## config.mk

```make
export PLATFORM = sky130hd
export DESIGN_NAME = instr_fetch
export DESIGN_NICKNAME = d
export VERILOG_FILES = /design/src/rtl/instr_fetch.sv
export SDC_FILE = /design/constraint.sdc
export NUM_CORES = 1
export LEC_CHECK = 0
export CAP_MARGIN = 20
export CORE_MARGIN = 8
export CORE_UTILIZATION = 31
export CTS_BUF_LIST = sky130_fd_sc_hd__clkbuf_4 sky130_fd_sc_hd__clkbuf_8
export DETAILED_ROUTE_END_ITERATION = 12
export PLACE_DENSITY = 0.59
export REMOVE_ABC_BUFFERS = 1
export SKIP_CTS_REPAIR_TIMING = 1
export SLEW_MARGIN = 40
export SYNTH_ARGS = -nofsm -noshare
export SYNTH_HDL_FRONTEND = slang
export SYNTH_SLANG_ARGS = --single-unit
export TNS_END_PERCENT = 50
```

## constraint.sdc

```tcl
create_clock -name clk -period 3.91 [get_ports clk]
set_input_delay 0.5865 -clock clk [delete_from_list [all_inputs] [get_ports clk]]
set_output_delay 0.5865 -clock clk [all_outputs]
set_load 0.01 [all_outputs]
```

## src/rtl/instr_fetch.sv

```systemverilog
// instr_fetch: PC owner, fetches one word per instruction over req/ack, computes next PC
module instr_fetch #(
  parameter logic [31:0] RESET_PC = 32'h0000_0000,
  parameter logic [31:0] NOP_WORD = 32'h0000_0000
) (
  input  logic        clk,
  input  logic        rst,
  output logic        imem_req,
  output logic [31:0] imem_addr,
  input  logic        imem_ack,
  input  logic [31:0] imem_rdata,
  input  logic        stall,
  input  logic        branch,
  input  logic        jump,
  input  logic        Zero,
  output logic [31:0] instruction,
  output logic        instr_valid,
  output logic [31:0] pc,
  output logic [31:0] pc_plus4
);
  typedef enum logic {REQ, ISSUE} state_t;
  state_t state;
  logic [31:0] next_pc;
  assign pc_plus4 = pc + 32'd4;
  assign imem_addr = pc;
  assign imem_req = (state == REQ) && !rst;
  assign instr_valid = state == ISSUE;
  always_comb
    next_pc = jump ? {pc_plus4[31:28], instruction[25:0], 2'b00} :
              (branch && Zero) ? pc_plus4 + {{14{instruction[15]}}, instruction[15:0], 2'b00} :
              pc_plus4;
  always_ff @(posedge clk or posedge rst)
    if (rst) begin
      state <= REQ;
      pc <= RESET_PC;
      instruction <= NOP_WORD;
    end else if (state == REQ) begin
      if (imem_ack) begin
        instruction <= imem_rdata;
        state <= ISSUE;
      end
    end else if (!stall) begin
      pc <= next_pc;
      state <= REQ;
    end
endmodule
```

======== Word-level counts from Yosys, hierarchy flattened ========
Cells that the tools add are included.
word-level totals
  memory bits (read-only) ................. 0
  bits of input ports ..................... 39
  bits in writable memories ............... 0
  register bits ........................... 65
  word-level logic and storage cells ...... 17
  bits in latches ......................... 0
  memories ................................ 0
  output and inout port bits .............. 130
operators by class
  $mul .................................... 0
  magnitude comparators ................... 0
  divide/modulo/power cells ............... 0
  shift-type cells ........................ 0
  muxes and demuxes ....................... 5
  bitwise operators ....................... 2
  add/sub/neg operators ................... 2
  reduce and logical (&&, ||, !) cells .... 5
  equality and inequality tests ........... 0
operators by type and width
  kind                                            number
  2-to-1 mux 32 bit                               2
  adder 32 x 3 -> 32 bit (second input constant)  1
  adder 32 bit                                    1
  AND reduction 2 bit                             2
  2-to-1 mux 1 bit                                3
  logical AND 1 bit                               2
  inverter 1 bit                                  2
  zero test 1 bit                                 1

======== Depth between registers and ports, before layout ========
Gate-level depths: netlist (run 1).
  depth after elaboration ................. 4
  mapped depth ............................ 17
  mapped depth without buffers ............ 16

======== Least setup slack after synthesis (run 1) ========
Ideal clock, no wire load.
  path type ............................... reg-to-reg
  from .................................... reg pc[2], in the netlist imem_addr[2]
  to ...................................... reg pc[17], in the netlist imem_addr[17]
  setup slack ............................. 0.279 ns
  buffers on the path ..................... 0
  cell stages (with the launch flop) ...... 14
  library setup time ...................... 0.126 ns
  clock period less this slack ............ 3.631 ns
  arrival ................................. 3.505 ns
  data required time ...................... 3.784 ns
  cell sequence ........................... dfrtp_1 -> ha_1 -> nand4_1 -> or3_1 -> xnor2_1 -> ha_1 -> and4_4 -> nor2b_4 -> a311oi_2 -> nor3_4 -> o31a_1 -> or3_1 -> a21oi_1 -> o21ai_1
on the way
  cells in the longest elaborated chain, start to end .. 4
RTL lines
  what                      line  RTL
  start: declaration        18    output logic [31:0] pc,
  start signal: assignment  43    pc <= next_pc;
  adder 32 x 3 -> 32 bit    24    assign pc_plus4 = pc + 32'd4;
  via pc_plus4[10]          19    output logic [31:0] pc_plus4
  adder 32 bit              30    (branch && Zero) ? pc_plus4 + {{14{instruction[15]}}, instruction[15:0], 2'b00} :
  2-to-1 mux 32 bit         30
  2-to-1 mux 32 bit         29    next_pc = jump ? {pc_plus4[31:28], instruction[25:0], 2'b00} :
The timed path passes the listed nets, and every way through them passes these cells.
A chain may end at the register's enable or synchronous reset.

======== Worst setup path in the final report (run 1) ========
  from .................................... reg pc[4], in the netlist imem_addr[4]
  to ...................................... reg pc[22], in the netlist imem_addr[22]
on the way
  cells in the longest elaborated chain, start to end .. 4
RTL lines
  what                        line
  adder 32 x 3 -> 32 bit (*)  24
  adder 32 bit                30
  2-to-1 mux 32 bit (*)       30
  2-to-1 mux 32 bit (*)       29
Every way passes the cells marked *; elsewhere a longest branch is shown, timed or not.

==> results of run 1 <==
-- routing by layer --
metal | wire [µm] | global-route usage | part of all wire
met1 | 7933 | 0.2074 | 0.44
met2 | 8827 | 0.2823 | 0.49
met3 | 1038 | 0.03014 | 0.058
met4 | 249 | 0.05048 | 0.014
met5 | 0 | 0 | 0
-- worst max-delay path by stage --
stage / start / endpoint / slack, ns
2_1_floorplan: imem_addr[2]$_DFFE_PP0P_ / imem_addr[17]$_DFFE_PP0P_ / 0.22
3_3_place_gp: imem_addr[2]$_DFFE_PP0P_ / imem_addr[23]$_DFFE_PP0P_ / 0.33
3_5_place_dp: imem_addr[7]$_DFFE_PP0P_ / imem_addr[23]$_DFFE_PP0P_ / 0.25
4_1_cts: imem_addr[2]$_DFFE_PP0P_ / imem_addr[23]$_DFFE_PP0P_ / 0.20
5_1_grt: imem_addr[4]$_DFFE_PP0P_ / imem_addr[30]$_DFFE_PP0P_ / 0.01
6_report: imem_addr[4]$_DFFE_PP0P_ / imem_addr[22]$_DFFE_PP0P_ / 0.27
-- through the flow --
| step | hold WS [ns] | std cells |
|---|---|---|
| floorplan | 0.5512 | 557 |
| global placement | 0.4884 | 963 |
| detailed placement | 0.4955 | 964 |
| CTS | 0.3902 | 980 |
| global route | 0.4038 | 980 |
| finish | 0.4096 | 980 |
-- where the power goes --
part	switching, mW	leakage (nW)	internal [mW]	total (mW)
Combinational	1.89	2.10	1.85	3.74
Clock	0.273	0.107	0.323	0.596
Sequential	0.316	0.742	0.850	1.17
-- cell usage after synthesis (2+ instances only) --
master and count:
a2111oi_0 2, a211oi_1 7, a21boi_0 2, a21o_1 9
a21oi_1 53, a22oi_1 2, a311oi_1 2, a31oi_1 9
a32oi_1 2, and2_1 2, and3_1 6, and4_1 4
buf_2 2, buf_4 36, clkbuf_1 21, dfrtp_1 63
ha_1 36, inv_1 17, mux2_2 32, mux2i_1 2
nand2_1 54, nand2b_1 9, nand3_1 21, nand4_1 10
nor2_1 36, nor2b_1 2, nor3_1 8, nor3_4 2
nor4_1 3, o211ai_1 7, o21a_1 2, o21ai_0 33
o21ai_1 6, o21bai_1 9, o221ai_1 2, o22ai_1 6
o31a_1 2, o31ai_1 4, or2_2 2, or3_1 11
xnor2_1 32, xor2_1 14
-- flip-flops by register name (all words and copies together), names as in the netlist --
| register | flops |
|---|---|
| imem_addr | 30 |
| instr_valid | 1 |
| instruction | 32 |
-- kinds of logic after synthesis --
kind of cell / share of synthesized area
AND/OR/NAND/NOR: 0.1747
AO/OA/AOI/OAI: 0.2093
multiplexers: 0.07158
flip-flops: 0.2967
other: 0.0007057
buffers and inverters: 0.07959
XOR/XNOR: 0.07888
adder cells (fa/ha/maj): 0.08853
-- final cells by class --
cell class / count / area (µm²)
Fill cell: 1688 / 9788
Tap cell: 225 / 281.5
Timing Repair Buffer: 182 / 1792
Multi-Input combinational cell: 477 / 3357
Sequential cell: 63 / 1577
Clock inverter: 4 / 45.04
Clock buffer: 12 / 152.6
Inverter: 17 / 63.81
==> impl_metrics.py, run 1 <==
metrics = {
    "drt": {
        "drtIter0Drc": 423,
        "drc_errors": 0,
        "vias": 5143,
        "avgRoutedWirePerCell_um": 18.42,
        "first_pass_iters": 5,
        "antenna_left": 0,
        "drt_wl_total_um": 18050,
        "viasPerCell": 5.248,
    },
    "timing": {
        "tightest_slew_ns": 0.7381,
        "slew_headroom": 0.5079,
        "slew_viol_final": 0,
        "timing.fmax_mhz": 274.9,
        "finalHoldViolations": 0,
        "tns_ns": 0,
        "setup_ws_ns": 0.2722,
        "period_needed_ns": 3.638,
        "period_share": 0.9304,
        "setup_viol": 0,
        "skew_ns": 0.01033,
        "rsz0062_at_grt": "no",
    },
    "finish": {
        "final_nets": 826,
        "diodes": 0,
        "final_util": 0.4261,
        "stdcell_area_um2": 7268,
        "final_cell_mix": "clkdlybuf4s50_1 (162), dfrtp_1 (63), nand2_1 (54)",
        "layout_commonest_cell": "clkdlybuf4s50_1",
        "drive_gt1_frac": 0.1139,
        "area_delta_synth_final_pct": 36.78,
    },
    "min_path": {
        "hold_path.class": "in -> async",
    },
    "global_route": {
        "overflow": 0,
        "grt_max_degree": 41,
        "antenna_found_initial": 0,
        "grt_pass1_wl_um": 28630,
        "grt_pass1_vias": 5278,
        "track_usage": 0.1652,
    },
    "logic_synthesis": {
        "synth_edf_count": 0,
        "synth_ff_type": "dfrtp_1",
        "synth_cells": 611,
        "ys_async_sr_fraction": 1.000,
        "synth-seq-area-share": 0.2967,
        "syn-cell-area_um2": 5314,
        "synth_seq_cells": 63,
        "yosys.area.top_type_share": 0.2967,
        "synth_warnings": 0,
        "synth_area_leaders": "dfrtp_1 (30%), ha_1 (8.5%), mux2_2 (6.8%)",
        "yosys.cell_types.count": 69,
        "synth_area_per_cell_um2": 8.697,
        "yosysTopAreaCell": "dfrtp_1",
    },
    "outcome": {
        "outcome": "completed",
    },
    "placed_design": {
        "place_area_um2": 7054,
        "pre_cts_slack_ns": 0.2505,
        "dp_hpwl_um": 14070,
        "port_buffers": 162,
        "place_congestion": 0.8716,
    },
    "critical_path": {
        "cp.arrival_ns": 3.91,
        "reg2reg_depth": 12,
        "path_buf_inv": 0,
        "cp.required_ns": 4.18,
        "worstSetupPathDepth": 12,
        "slowest_stage": "dfrtp_1",
        "startpoint_type": "flip-flop",
        "rr_endpoint": "imem_addr[22]$_DFFE_PP0P_",
        "end_kind": "flip-flop",
        "cp_top_family": "compound AO/OA/AOI/OAI gates",
        "path_max_fanout": 8,
        "rr_startpoint": "imem_addr[4]$_DFFE_PP0P_",
        "path_cells": "and3_1 -> nand3_1 -> nor2_1 -> xnor2_1 -> ha_1 -> a2111oi_0 -> o21ai_1 -> a2bb2oi_1 -> nand2_1 -> a31oi_1 -> xor2_1 -> a221oi_1",
        "worstSetupPathType": "reg -> reg",
        "rrSetupSlack_ns": 0.27,
        "slowest_delay_ns": 0.48,
    },
    "floorplanning": {
        "core_area_um2": 17060,
        "die-width_um": 146.9,
        "die_h_um": 146.9,
        "io_pins": 169,
        "rows": 48,
        "initial_core_util": 0.3115,
        "dieArea_um2": 21590,
    },
    "clock_network": {
        "htree_levels": 3,
        "clk_pin_slew_ns": 0.08,
        "cts_max_path_buffers": 2,
        "cts_tree": "built",
        "clock_latency_ns": 0.36,
        "cts_num_sinks": 63,
        "cts_buffers": 9,
        "cts_root_buffer": "clkbuf_8",
    },
    "power_and_ir_drop": {
        "power_density_nw_per_um2": 756.3,
        "total_power_mw": 5.497,
        "ir_drop_mv": 0.2780,
        "p_leak_nw": 2.947,
    },
    "run": {
        "max_cap_viol_count": 0,
    },
}
No activity file was read; power rests on OpenSTA's default activity.
==> run 2, diff against run 1 <==
--- a/config.mk
+++ b/config.mk
@@ -8,9 +8,10 @@
 export CAP_MARGIN = 20
 export CORE_MARGIN = 8
 export CORE_UTILIZATION = 31
-export CTS_BUF_LIST = sky130_fd_sc_hd__clkbuf_4 sky130_fd_sc_hd__clkbuf_8
+export CTS_BUF_LIST = sky130_fd_sc_hd__clkbuf_8
 export DETAILED_ROUTE_END_ITERATION = 12
-export PLACE_DENSITY = 0.59
+export DONT_BUFFER_PORTS = 1
+export PLACE_DENSITY = 0.47
 export REMOVE_ABC_BUFFERS = 1
 export SKIP_CTS_REPAIR_TIMING = 1
 export SLEW_MARGIN = 40
==> run 2 against run 1 <==
  * Critical endpoint unchanged
  * Global-route usage increased by 0.19 points
  * Wire length about the same
  * Sequential share of layout area increased by 5.0 points
==> impl_metrics.py, run 2 (synthesis gave the netlist of run 1 again) <==
metrics = {
    "critical_path": {
        "setup.worst_path.start": "imem_addr[4]$_DFFE_PP0P_",
        "startpoint_type": "flip-flop",
        "slowest_stage": "a2111oi_0",
        "cp.arrival_ns": 3.89,
        "rr_endpoint": "imem_addr[22]$_DFFE_PP0P_",
        "cp.required_ns": 4.16,
        "end_kind": "flip-flop",
        "slowest_delay_ns": 0.45,
        "path_cells": "and3_1 -> nand3_1 -> nor2_1 -> xnor2_1 -> ha_1 -> a2111oi_0 -> o21ai_1 -> a2bb2oi_1 -> nand2_1 -> a31oi_1 -> xor2_1 -> a221oi_1",
        "worstSetupPathType": "reg -> reg",
        "rrSetupSlack_ns": 0.27,
        "reg2reg_depth": 12,
        "cp_top_family": "compound AO/OA/AOI/OAI gates",
        "path_buf_inv": 0,
        "path_max_fanout": 5,
        "rr_startpoint": "imem_addr[4]$_DFFE_PP0P_",
    },
    "floorplanning": {
        "dieArea_um2": 21590,
        "core_area_um2": 17060,
        "io_pins": 169,
        "die-width_um": 146.9,
        "initial_core_util": 0.3115,
        "die_h_um": 146.9,
        "rows": 48,
    },
    "finish": {
        "largest_register_ffs": 32,
        "largest_register": "instruction",
        "drive_gt1_frac": 0.1943,
        "fin_cells": 858,
        "diodes": 0,
        "stdcell_area_um2": 5908,
        "final_cell_mix": "dfrtp_1 (63), buf_4 (60), nand2_1 (54)",
        "layout_commonest_cell": "dfrtp_1",
        "area_delta_synth_final_pct": 11.18,
        "final_nets": 705,
        "fill_cells": 1831,
    },
    "drt": {
        "vias": 4593,
        "drt_wl_total_um": 18060,
        "avgRoutedWirePerCell_um": 21.05,
        "first_pass_iters": 5,
        "drc_errors": 0,
        "viasPerCell": 5.353,
        "antenna_left": 0,
        "drtIter0Drc": 237,
    },
    "clock_network": {
        "cts_buffers": 9,
        "htree_levels": 3,
        "clock_latency_ns": 0.37,
        "cts_max_path_buffers": 2,
        "cts_tree": "built",
        "clk_pin_slew_ns": 0.08,
        "cts_root_buffer": "clkbuf_8",
        "cts_num_sinks": 63,
    },
    "timing": {
        "finalHoldViolations": 0,
        "period_share": 0.9300,
        "slew_headroom": 0.5421,
        "rsz0062_at_grt": "no",
        "period_needed_ns": 3.636,
        "timing.fmax_mhz": 275.0,
        "slew_viol_final": 0,
        "skew_ns": 0.01254,
        "tightest_slew_ns": 0.6869,
        "tns_ns": 0,
        "whs_ns": 0.1416,
        "setup_viol": 0,
    },
    "placed_design": {
        "port_buffers": 0,
        "place_area_um2": 5741,
        "place_congestion": 0.8777,
        "dp_hpwl_um": 13910,
        "dpl.cell_count": 843,
    },
    "outcome": {
        "outcome": "completed",
    },
    "power_and_ir_drop": {
        "clkPwrFrac": 0.108,
        "switching_share": 0.5036,
        "ir_drop_mv": 0.2757,
        "pwr-share-comb": 0.641,
        "p_int_mw": 2.370,
        "power_density_nw_per_um2": 808.2,
        "p_seq_frac": 0.251,
        "p_leak_nw": 2.494,
        "switchingPower_mw": 2.405,
    },
    "global_route": {
        "grt_max_degree": 41,
        "grt_pass1_vias": 4815,
        "antenna_found_initial": 0,
        "overflow": 0,
        "grt_pass1_wl_um": 28660,
        "track_usage": 0.1672,
    },
    "min_path": {
        "hold_path.class": "in -> async",
    },
    "run": {
        "max_cap_viol_count": 0,
    },
}
-- run 2: per-stage QoR --
| stage | util | setup slack (ns) | power, mW |
|---|---|---|---|
| after floorplan | - | 0.2196 | 3.256 |
| after detailed placement | 0.3366 | 0.3388 | 4.258 |
| after global placement | 0.3349 | 0.3446 | 4.251 |
| after global routing | 0.3464 | 0.03070 | 5.205 |
| after CTS | 0.3462 | 0.2818 | 4.815 |
| final | 0.3464 | 0.2737 | 4.775 |
-- run 2: routing by layer --
metal | vias up | GRT usage | share of wire
li1 | 2230 | - | -
met3 | 10 | 0.04737 | 0.063
met2 | 102 | 0.2786 | 0.49
met4 | 0 | 0.04539 | 0.0098
met5 | - | 0 | 0
met1 | 2251 | 0.2073 | 0.44
-- run 2: power by group through the flow --
stage                     registers (mW)  logic (mW)  clock network [mW]
after global placement              1.22        3.03                   0
after floorplan                     1.28        1.98                   0
after CTS                           1.21        3.06               0.543
after detailed placement            1.22        3.04                   0
after global routing                1.24        3.40               0.569
final                               1.20        3.06               0.518
-- run 2: how the worst max path moves through the flow --
stage | endpoint | slack [ns] | cells after the start
after floorplan | imem_addr[17]$_DFFE_PP0P_ | 0.22 | 13
after global placement | imem_addr[22]$_DFFE_PP0P_ | 0.34 | 12
after detailed placement | imem_addr[30]$_DFFE_PP0P_ | 0.34 | 13
after CTS | imem_addr[22]$_DFFE_PP0P_ | 0.28 | 12
after global routing | imem_addr[31]$_DFFE_PP0P_ | 0.03 | 16
final | imem_addr[22]$_DFFE_PP0P_ | 0.27 | 12
-- run 2: cell type report --
cell class                 instances  area (µm²)  share of cell area
clock buffer                      10       137.6             0.02330
inverter                          17       63.81             0.01080
clock inverter                     5       26.28            0.004447
sequential                        63        1577              0.2668
tap                              225       281.5             0.04765
multi-input combinational        477        3344              0.5661
timing repair buffer              61       478.0             0.08090
==> run 3, diff against run 2 <==
--- a/config.mk
+++ b/config.mk
@@ -6,7 +6,7 @@
 export NUM_CORES = 1
 export LEC_CHECK = 0
 export CAP_MARGIN = 20
-export CORE_MARGIN = 8
+export CORE_MARGIN = 3
 export CORE_UTILIZATION = 31
 export CTS_BUF_LIST = sky130_fd_sc_hd__clkbuf_8
 export DETAILED_ROUTE_END_ITERATION = 12
==> run 3 against run 2 <==
  * Global-route usage is 1.8 points higher
  * Hold slack better by 0.0012 ns
  * Via count is 0.35% higher
  * Sequential share of layout area is 0.21 points higher
  * Combinational power is 2% lower
  * Fmax is 2.1% higher
  * Count of clock-buffer cells in the layout is 2 higher
  * Worst setup slack better by 0.076 ns
  * Clock skew is 0.0011 ns lower
  * Non-clock buffer count is 6 lower
==> impl_metrics.py, run 3 (synthesis gave the netlist of run 1 again) <==
metrics = {
    "outcome": {
        "outcome": "completed",
    },
    "finish": {
        "layout_commonest_cell": "dfrtp_1",
        "diodes": 0,
        "largest_register_ffs": 32,
        "largest_register": "instruction",
        "fin_cells": 845,
        "final_nets": 699,
        "fill_cells": 1785,
        "drive_gt1_frac": 0.1856,
        "area_delta_synth_final_pct": 10.34,
        "final_cell_mix": "dfrtp_1 (63), nand2_1 (54), buf_4 (54)",
    },
    "critical_path": {
        "path_cells": "ha_1 -> nand4_1 -> and2b_1 -> nand3_1 -> buf_4 -> nor2_1 -> xnor2_1 -> ha_1 -> a21oi_1 -> o21bai_1 -> a21oi_1 -> o21bai_1 -> a221o_1 -> o32ai_1 -> mux2i_1 -> o21ai_1",
        "cp.required_ns": 4.16,
        "slowest_delay_ns": 0.35,
        "rrSetupSlack_ns": 0.35,
        "worstSetupPathType": "reg -> reg",
        "cp_top_family": "compound AO/OA/AOI/OAI gates",
        "path_max_fanout": 7,
        "rr_endpoint": "imem_addr[30]$_DFFE_PP0P_",
        "rr_startpoint": "imem_addr[2]$_DFFE_PP0P_",
        "slowest_stage": "dfrtp_1",
        "setup.worst_path.start": "imem_addr[2]$_DFFE_PP0P_",
        "end_kind": "flip-flop",
        "cp.arrival_ns": 3.81,
        "worstSetupPathDepth": 16,
        "endpoint": "imem_addr[30]$_DFFE_PP0P_",
        "startpoint_type": "flip-flop",
        "reg2reg_depth": 16,
        "path_buf_inv": 1,
    },
    "power_and_ir_drop": {
        "p_int_mw": 2.362,
        "total_power_mw": 4.717,
        "p_leak_nw": 2.470,
        "switchingPower_mw": 2.356,
        "ir_drop_mv": 0.2753,
        "power_density_nw_per_um2": 804.6,
        "pwr-share-comb": 0.634,
        "p_seq_frac": 0.253,
        "switching_share": 0.4993,
        "clkPwrFrac": 0.113,
    },
    "clock_network": {
        "clock_latency_ns": 0.36,
        "cts_num_sinks": 63,
        "cts_root_buffer": "clkbuf_8",
        "clk_pin_slew_ns": 0.08,
        "htree_levels": 3,
        "cts_buffers": 9,
        "cts_max_path_buffers": 2,
        "cts_tree": "built",
    },
    "floorplanning": {
        "initial_core_util": 0.3182,
        "die_h_um": 136.9,
        "io_pins": 169,
        "dieArea_um2": 18750,
        "rows": 47,
        "die-width_um": 136.9,
        "core_area_um2": 16700,
    },
    "timing": {
        "period_needed_ns": 3.561,
        "setup_viol": 0,
        "slew_viol_final": 0,
        "period_share": 0.9107,
        "skew_ns": 0.01143,
        "finalHoldViolations": 0,
        "timing.fmax_mhz": 280.8,
        "slew_headroom": 0.4637,
        "setup_ws_ns": 0.3493,
        "rsz0062_at_grt": "no",
        "tightest_slew_ns": 0.8044,
        "tns_ns": 0,
    },
    "global_route": {
        "grt_max_degree": 42,
        "grt_pass1_wl_um": 26810,
        "antenna_found_initial": 0,
        "grt_pass1_vias": 4771,
        "overflow": 0,
        "track_usage": 0.1854,
    },
    "placed_design": {
        "dpl.cell_count": 832,
        "port_buffers": 0,
        "pre_cts_slack_ns": 0.2208,
        "dp_hpwl_um": 13280,
        "place_congestion": 0.9297,
    },
    "drt": {
        "drtIter0Drc": 215,
        "vias": 4609,
        "drc_errors": 0,
        "first_pass_iters": 4,
        "viasPerCell": 5.454,
        "drt_wl_total_um": 17160,
        "avgRoutedWirePerCell_um": 20.31,
        "antenna_left": 0,
    },
    "min_path": {
        "hold_path.class": "in -> async",
    },
    "run": {
        "max_cap_viol_count": 0,
    },
}
run 3: cell types whose count changed in the layout (fill, tap and decap cells not counted), sizes merged:
cell,previous run,this run
buf,61,55
clkinvlp,1,0
inv,18,17
clkinv,3,1
clkbuf,10,12
run 3: metrics by stage:
| stage | hold WS, ns | utilization | cell area [µm²] |
|---|---|---|---|
| 2_1_floorplan | 0.5512 | - | 4974 |
| 3_3_place_gp | 0.5194 | 0.3390 | 5662 |
| 3_5_place_dp | 0.5281 | 0.3408 | 5692 |
| 4_1_cts | 0.1290 | 0.3510 | 5862 |
| 5_1_grt | 0.1536 | 0.3511 | 5863 |
| 6_report | 0.1429 | 0.3511 | 5863 |
run 3: area by class of cell:
type	count	area, µm²	share of cell area
timing repair buffer	55	432.9	0.07384
multi-input combinational	477	3344	0.5704
clock buffer	12	165.2	0.02817
clock inverter	1	5.005	0.0008536
tap	220	275.3	0.04695
sequential	63	1577	0.2689
inverter	17	63.81	0.01088
run 3: per-layer routing:
metal | track usage | vias up | share of wire
li1 | - | 2216 | -
met1 | 0.2430 | 2259 | 0.45
met2 | 0.2984 | 115 | 0.47
met3 | 0.05257 | 19 | 0.066
met4 | 0.05266 | 0 | 0.018
met5 | 0 | - | 0
run 3: worst min path at each step:
stage	to	slack (ns)	cells after the start
floorplan	instruction[26]$_DFFE_PP0P_	0.55	1
global placement	instruction[30]$_DFFE_PP0P_	0.52	1
detailed placement	instruction[30]$_DFFE_PP0P_	0.53	1
CTS	instruction[30]$_DFFE_PP0P_	0.13	1
global route	instruction[30]$_DFFE_PP0P_	0.15	1
finish	instruction[30]$_DFFE_PP0P_	0.14	1
run 3: power groups by stage:
stage	logic (mW)	registers [mW]	clock network (mW)
4_1_cts	3.01	1.20	0.561
5_1_grt	3.35	1.24	0.588
6_report	2.99	1.19	0.533
3_3_place_gp	2.97	1.21	0
3_5_place_dp	2.99	1.21	0
2_1_floorplan	1.98	1.28	0
